**src/rtl/pim_mac_tile.sv**
```systemverilog
// Streaming CHUNK_SIZE x CHUNK_SIZE MAC tile: accumulates one k-slice of A/B per accepted beat.
// Optional build macro PIM_MAC_SATURATE_EN: saturating accumulation with a sticky overflow flag.
module pim_mac_tile #(
    parameter int ID         = 0,
    parameter int WIDTH      = 8,
    parameter int ACC_WIDTH  = 24,
    parameter int CHUNK_SIZE = 4,
    parameter int K_DEPTH    = 8
) (
    input  logic                                            clk,
    input  logic                                            rst,
    input  logic                                            in_valid,
    output logic                                            in_ready,
    input  logic [CHUNK_SIZE-1:0][WIDTH-1:0]                a_col,
    input  logic [CHUNK_SIZE-1:0][WIDTH-1:0]                b_row,
    output logic [CHUNK_SIZE*CHUNK_SIZE-1:0][ACC_WIDTH-1:0] result,
    output logic                                            result_valid,
    input  logic                                            result_ready,
    output logic                                            busy,
    output logic                                            overflow,
    output logic [31:0]                                     tile_id
);

    localparam int N_ELEM = CHUNK_SIZE * CHUNK_SIZE;
    localparam int CNT_W  = $clog2(K_DEPTH) + 1;

    localparam logic [1:0] ST_IDLE  = 2'd0;
    localparam logic [1:0] ST_ACCUM = 2'd1;
    localparam logic [1:0] ST_DONE  = 2'd2;

    logic [1:0]                        state_q, state_d;
    logic [CNT_W-1:0]                  beat_cnt_q, beat_cnt_d;
    logic [N_ELEM-1:0][ACC_WIDTH-1:0]  acc_q, acc_d, mac_val;
    logic                              accept;
    logic                              load;

    assign in_ready     = (state_q != ST_DONE);
    assign busy         = (state_q != ST_IDLE);
    assign result_valid = (state_q == ST_DONE);
    assign result       = acc_q;
    assign tile_id      = 32'(ID);
    assign accept       = in_valid && in_ready;
    // The first beat of a tile overwrites the accumulator rather than adding to it.
    assign load         = (state_q == ST_IDLE);

`ifdef PIM_MAC_SATURATE_EN
    logic [N_ELEM-1:0] clip;
`endif

    for (genvar i = 0; i < CHUNK_SIZE; i++) begin : g_row
        for (genvar j = 0; j < CHUNK_SIZE; j++) begin : g_col
            localparam int E = i * CHUNK_SIZE + j;
            logic [2*WIDTH-1:0]   prod;
            logic [ACC_WIDTH-1:0] base;

            assign prod = (2*WIDTH)'(a_col[i]) * (2*WIDTH)'(b_row[j]);
            assign base = load ? '0 : acc_q[E];
`ifdef PIM_MAC_SATURATE_EN
            logic [ACC_WIDTH:0] sum;
            assign sum        = {1'b0, base} + (ACC_WIDTH+1)'(prod);
            assign clip[E]    = sum[ACC_WIDTH];
            assign mac_val[E] = sum[ACC_WIDTH] ? {ACC_WIDTH{1'b1}} : sum[ACC_WIDTH-1:0];
`else
            assign mac_val[E] = base + ACC_WIDTH'(prod);
`endif
        end
    end

    always_comb begin
        // NOTE: every next-state variable takes its hold value first, so no path leaves one unassigned (no latches).
        state_d    = state_q;
        beat_cnt_d = beat_cnt_q;
        acc_d      = acc_q;
        case (state_q)
            ST_IDLE: begin
                if (accept) begin
                    acc_d      = mac_val;
                    beat_cnt_d = CNT_W'(1);
                    state_d    = (K_DEPTH == 1) ? ST_DONE : ST_ACCUM;
                end
            end
            ST_ACCUM: begin
                if (accept) begin
                    acc_d      = mac_val;
                    beat_cnt_d = beat_cnt_q + CNT_W'(1);
                    if (beat_cnt_q == CNT_W'(K_DEPTH - 1)) state_d = ST_DONE;
                end
            end
            ST_DONE: begin
                if (result_ready) begin
                    state_d    = ST_IDLE;
                    beat_cnt_d = '0;
                end
            end
            default: begin
                state_d    = ST_IDLE;
                beat_cnt_d = '0;
            end
        endcase
    end

    // NOTE: the accumulator array is cleared on reset because result is visible (and must read 0) straight out of reset.
    always_ff @(posedge clk) begin
        // NOTE: sequential state uses non-blocking assignments so all flops update from the same pre-edge values.
        if (rst) begin
            state_q    <= ST_IDLE;
            beat_cnt_q <= '0;
            acc_q      <= '0;
        end else begin
            state_q    <= state_d;
            beat_cnt_q <= beat_cnt_d;
            acc_q      <= acc_d;
        end
    end

`ifdef PIM_MAC_SATURATE_EN
    logic overflow_q, overflow_d;

    // Sticky within a tile; the first beat of the next tile restarts it.
    always_comb begin
        overflow_d = overflow_q;
        if (accept) overflow_d = (load ? 1'b0 : overflow_q) | (|clip);
    end

    always_ff @(posedge clk) begin
        if (rst) overflow_q <= 1'b0;
        else     overflow_q <= overflow_d;
    end

    assign overflow = overflow_q;
`else
    assign overflow = 1'b0;
`endif

endmodule
```
**config.mk**
```make
export PLATFORM = sky130hd
export DESIGN_NAME = pim_mac_tile
export DESIGN_NICKNAME = d
export VERILOG_FILES = /design/src/rtl/pim_mac_tile.sv
export SDC_FILE = /design/constraint.sdc
export NUM_CORES = 2
export LEC_CHECK = 0
export ABC_AREA = 1
export CAP_MARGIN = 20
export CORE_UTILIZATION = 25
export CTS_CLUSTER_DIAMETER = 50
export DETAILED_ROUTE_END_ITERATION = 6
export PLACE_DENSITY_LB_ADDON = 0.15
export SLEW_MARGIN = 20
export SYNTH_ARGS = -nofsm -noshare
export SYNTH_HDL_FRONTEND = slang
export SYNTH_SLANG_ARGS = --single-unit
```
**constraint.sdc**
```tcl
create_clock -name clk -period 6.53 [get_ports clk]
set_input_delay 0.9795 -clock clk [delete_from_list [all_inputs] [get_ports clk]]
set_output_delay 0.9795 -clock clk [all_outputs]
set_load 0.01 [all_outputs]
```
==> summary.md <==
| Metric | Value |
|---|---|
| Die Y | 516 um |
| Starting Density | 0.251 |
| RSZ-0062 raised after global routing | no |
| Crit path depth | 21 |
| Clk slew on worst S/H paths | ~0.060 ns |
| Max Fclk | about 180 MHz |
| Final min period | between 5 and 6 ns |
| Period utilization | 0.851 |
| Post-route design area | roughly 0.079 mm2 |
| Core outline area | 0.262 mm2 |
| Post-synthesis sequential area ratio | 0.118 |
| Cell repeated most along the worst path | nand2_1 |
| CP top delay family | adder cells |
| CP startpoint kind | flop |
| Post-cts sizing count | 0 |
| Worst R2R Path Depth | 21 |
| Fin. Hold Viols | 0 |
| First-pass GRT wire length | ~380000 um |
| Relative slew slack | 0.277 |
| Synth Warn # | 0 |
| Global route overflow | 0 |
| H-Tree Level Count | 3 |
| Worst-Margin Slew | ~1.1 ns |
| CP Max Fanout | between 60 and 70 |
| Max Cap Viol | 0 |
| Maximum clock path buffer count | 3 |
| Vias | between 60000 and 70000 |
| Async SR Flop Fraction | 0 |
| Logic pwr share | 0.648 |
| Util after Layout | 0.300 |
| Iter 0 DRT Violations | 3373 |
| Reg power frac | 0.131 |
| P_int | 13.0 mW |
| Avg Inst Size Synth | roughly 6.6 um2 |
| Ports | ~490 |
| RR Endpoint | result[142] |
| Placed cell area | around 0.075 mm2 |
| Total CTS buffers | approximately 110 |
| Total Wirelength | between 200000 and 300000 um |
| Hold Crit Class | reg -> reg |
| Cell area after synthesis | 0.0660 mm2 |
| Antenna-violating nets left | 0 |
| Crit path largest cell delay | approximately 0.54 ns |
| Status | finished, final reports clean |
| Clk_skew | between 0.03 and 0.04 ns |
| Psw | around 14 mW |
| Dpl hpwl | approximately 190000 um |
| Slew Limit Fails | 0 |
| TritonCTS clock tree | yes |
| Min-Delay Endpoint | beat_cnt_q[2] |
| Maximum VDD drop | between 0.2 and 0.25 mV |
| Share of layout cells above drive strength 1 | 0.0411 |
| Number of synthesized register bits | just under 400 |
| WP data arrival | 6.20 ns |
| Synth Instances | about 10000 |
| Data required, critical path | 7.17 ns |
| Number of synthesized flops with an enable pin | 0 |
| Synth-to-layout area growth | 19.2% |
| Worst R2R Start | state_q[0] |
| Setup tns final | 0 ns |
| Netlist cell types | 42 |
| Routability cong. | between 0.8 and 0.9 |
| Die X | around 520 um |
| # setup viols final | 0 |
| Clock share of power | 0.222 |
| Crit end category | flop |
| Hold path cells | 2 |
| Setup bufs post-CTS | 0 |
| Hold Path Origin | beat_cnt_q[2] |
| Slowest cell on the critical path | fa_1 |
| Buf/Inv on CP | 5 |
| Routed length per instance | between 15 and 20 um |
| GRT Util Overall | 0.188 |
| Critical path class | reg -> reg |
| Vias in the first global route | about 61000 |
| Critical-path cell list | inv_1, nand2_8, buf_4, nand2_1, fa_1, inv_1, fa_1, inv_1, fa_1, fa_1, inv_1, ha_1, nand2_1, nor2_1, nand2_1, nand2_1, nand2_1, nand2_1, nand3_1, o21ai_0, nor2_1 |
| Initial antenna violation count | 30 |
| Layout net count | roughly 12000 |
| Die area | approximately 0.27 mm2 |
| PortBufs | roughly 450 |
| # hold bufs at CTS | 0 |
| Synth Flop Type | dfxtp_1 |
| Fillers | a little under 30000 |
| Root buffer cell | clkbuf_16 |
| Clock sink count | just under 400 |
| LEAKAGE | around 46 nW |
| Reg2Reg Setup Slack | 0.97 ns |
| Switching Fraction | 0.511 |
| Worst skew pair latency | about 0.77 ns |
| Via/cell ratio | between 4 and 5 |
| Drt drc | 0 |
| Num rows | between 150 and 200 |
| Pin count of the biggest net entering global routing | ~130 |
| Pre-antenna DRT Iters | 7 |
| Pwr dens | about 340 mW/mm2 |
-- power by group through the flow --
stage | clock network [mW] | logic [mW] | registers (mW)
2_1_floorplan | 0 | 11.8 | 3.41
3_3_place_gp | 0 | 17.3 | 3.56
5_1_grt | 6.17 | 19.8 | 3.54
6_report | 5.89 | 17.2 | 3.48
4_1_cts | 6.06 | 17.5 | 3.51
3_5_place_dp | 0 | 17.3 | 3.55
-- layout by cell type (no fill, tap or decap), types with 13 or more instances in the layout --
cell type,n
nand2_1,2635
a21oi_1,404
xnor2_1,20
a22oi_1,26
dfxtp_1,390
nand3_1,356
clkinvlp_4,25
conb_1,33
o21ai_0,259
clkbuf_8,14
nor2_1,854
nand4_1,59
nor2_4,14
buf_4,94
bufinv_16,15
clkdlybuf4s50_1,418
xor2_1,111
clkbuf_16,111
fa_1,800
buf_2,33
nor3_1,67
and2_1,13
inv_1,2867
clkinv_2,20
buf_12,47
ha_1,657
-- cell type report --
cell class                 count  area (um2)  share of cell area
antenna                       10        25.0            0.000318
multi-input combinational   6398       45700               0.581
clock buffer                 129        2980              0.0379
sequential                   390        7810              0.0993
clock inverter                77         941              0.0120
tap                         3515        4400              0.0559
timing repair buffer         594        6010              0.0765
inverter                    2871       10800               0.137
-- worst max-delay path by stage --
| stage | from | end | slack [ns] |
|---|---|---|---|
| global route | state_q[0] | result[71] | 0.68 |
| detailed placement | a_col[1] | result[71] | 0.48 |
| global placement | a_col[1] | result[71] | 0.49 |
| floorplan | state_q[1] | result[283] | 1.84 |
| finish | state_q[0] | result[142] | 0.97 |
| CTS | state_q[0] | result[71] | 0.97 |
-- metal layers --
metal / up-vias / global-route usage / wire [um] / part of all wire
met1: 28821 / 0.253 / 117000 / 0.47
li1: 29768 / - / - / -
met4: 8 / 0.0528 / 6860 / 0.027
met3: 235 / 0.0259 / 11600 / 0.046
met2: 1227 / 0.312 / 115000 / 0.46
met5: - / 0 / 51 / 0.00020
-- cells by family after synthesis --
logic type                 after synthesis  synth area share
and+or+nand+nor                       4052             0.248
buffers and inverters                 3275             0.192
adders and majority gates             1457             0.367
AOI/OAI and AO/OA                      725            0.0575
DFF                                    390             0.118
xor gates and xnor gates               131            0.0174
other                                    1         0.0000569
-- tightest hold or removal path: stages, from the launching register on --
cell,delay [ns]
dfxtp_1,0.32
inv_1,0.05
a21oi_1,0.05
-- through the flow --
step / worst slack [ns] / instances / power, mW / hold WS (ns)
4_1_cts: 0.974 / 13974 / 27.0 / 0.471
3_5_place_dp: 0.479 / 13768 / 20.9 / 0.463
2_1_floorplan: 1.84 / 10063 / 15.2 / 0.436
5_1_grt: 0.682 / 13978 / 29.5 / 0.481
6_report: 0.970 / 13984 / 26.6 / 0.469
3_3_place_gp: 0.492 / 13768 / 20.9 / 0.451
-- sequential cells by signal, summed over array words and instances (netlist names) --
| signal | cells |
|---|---|
| state_q | 2 |
| beat_cnt_q | 4 |
| result | 384 |
-- synthesized netlist by cell type (2+ instances only) --
master	n	area (um2)
nor2_1	855	3210
ha_1	657	8220
nand4_1	59	369
inv_2	2	7.51
nand3_1	356	1780
o21ai_0	259	1300
o21bai_1	12	90.1
nor2_4	13	146
and3_1	4	25.0
clkbuf_1	254	953
nand3b_1	5	37.5
nand2_1	2635	9890
nor4_1	7	43.8
buf_1	13	48.8
nand3_2	3	30.0
xnor2_1	20	175
o21a_1	3	22.5
dfxtp_1	390	7810
nor3_1	67	335
fa_1	800	16000
nor3_2	3	30.0
a22oi_1	26	195
a21o_1	12	90.1
buf_2	86	430
or2_2	12	75.1
nor3b_2	5	62.6
inv_1	2869	10800
and2_1	13	81.3
nand2_4	2	22.5
buf_6	7	78.8
nor3b_1	3	22.5
a21oi_1	404	2020
o221ai_1	5	43.8
xor2_1	111	972
a211oi_1	4	30.0
buf_4	42	315
nand3_4	8	140
Note: power is estimated with default switching activity, not from simulation.
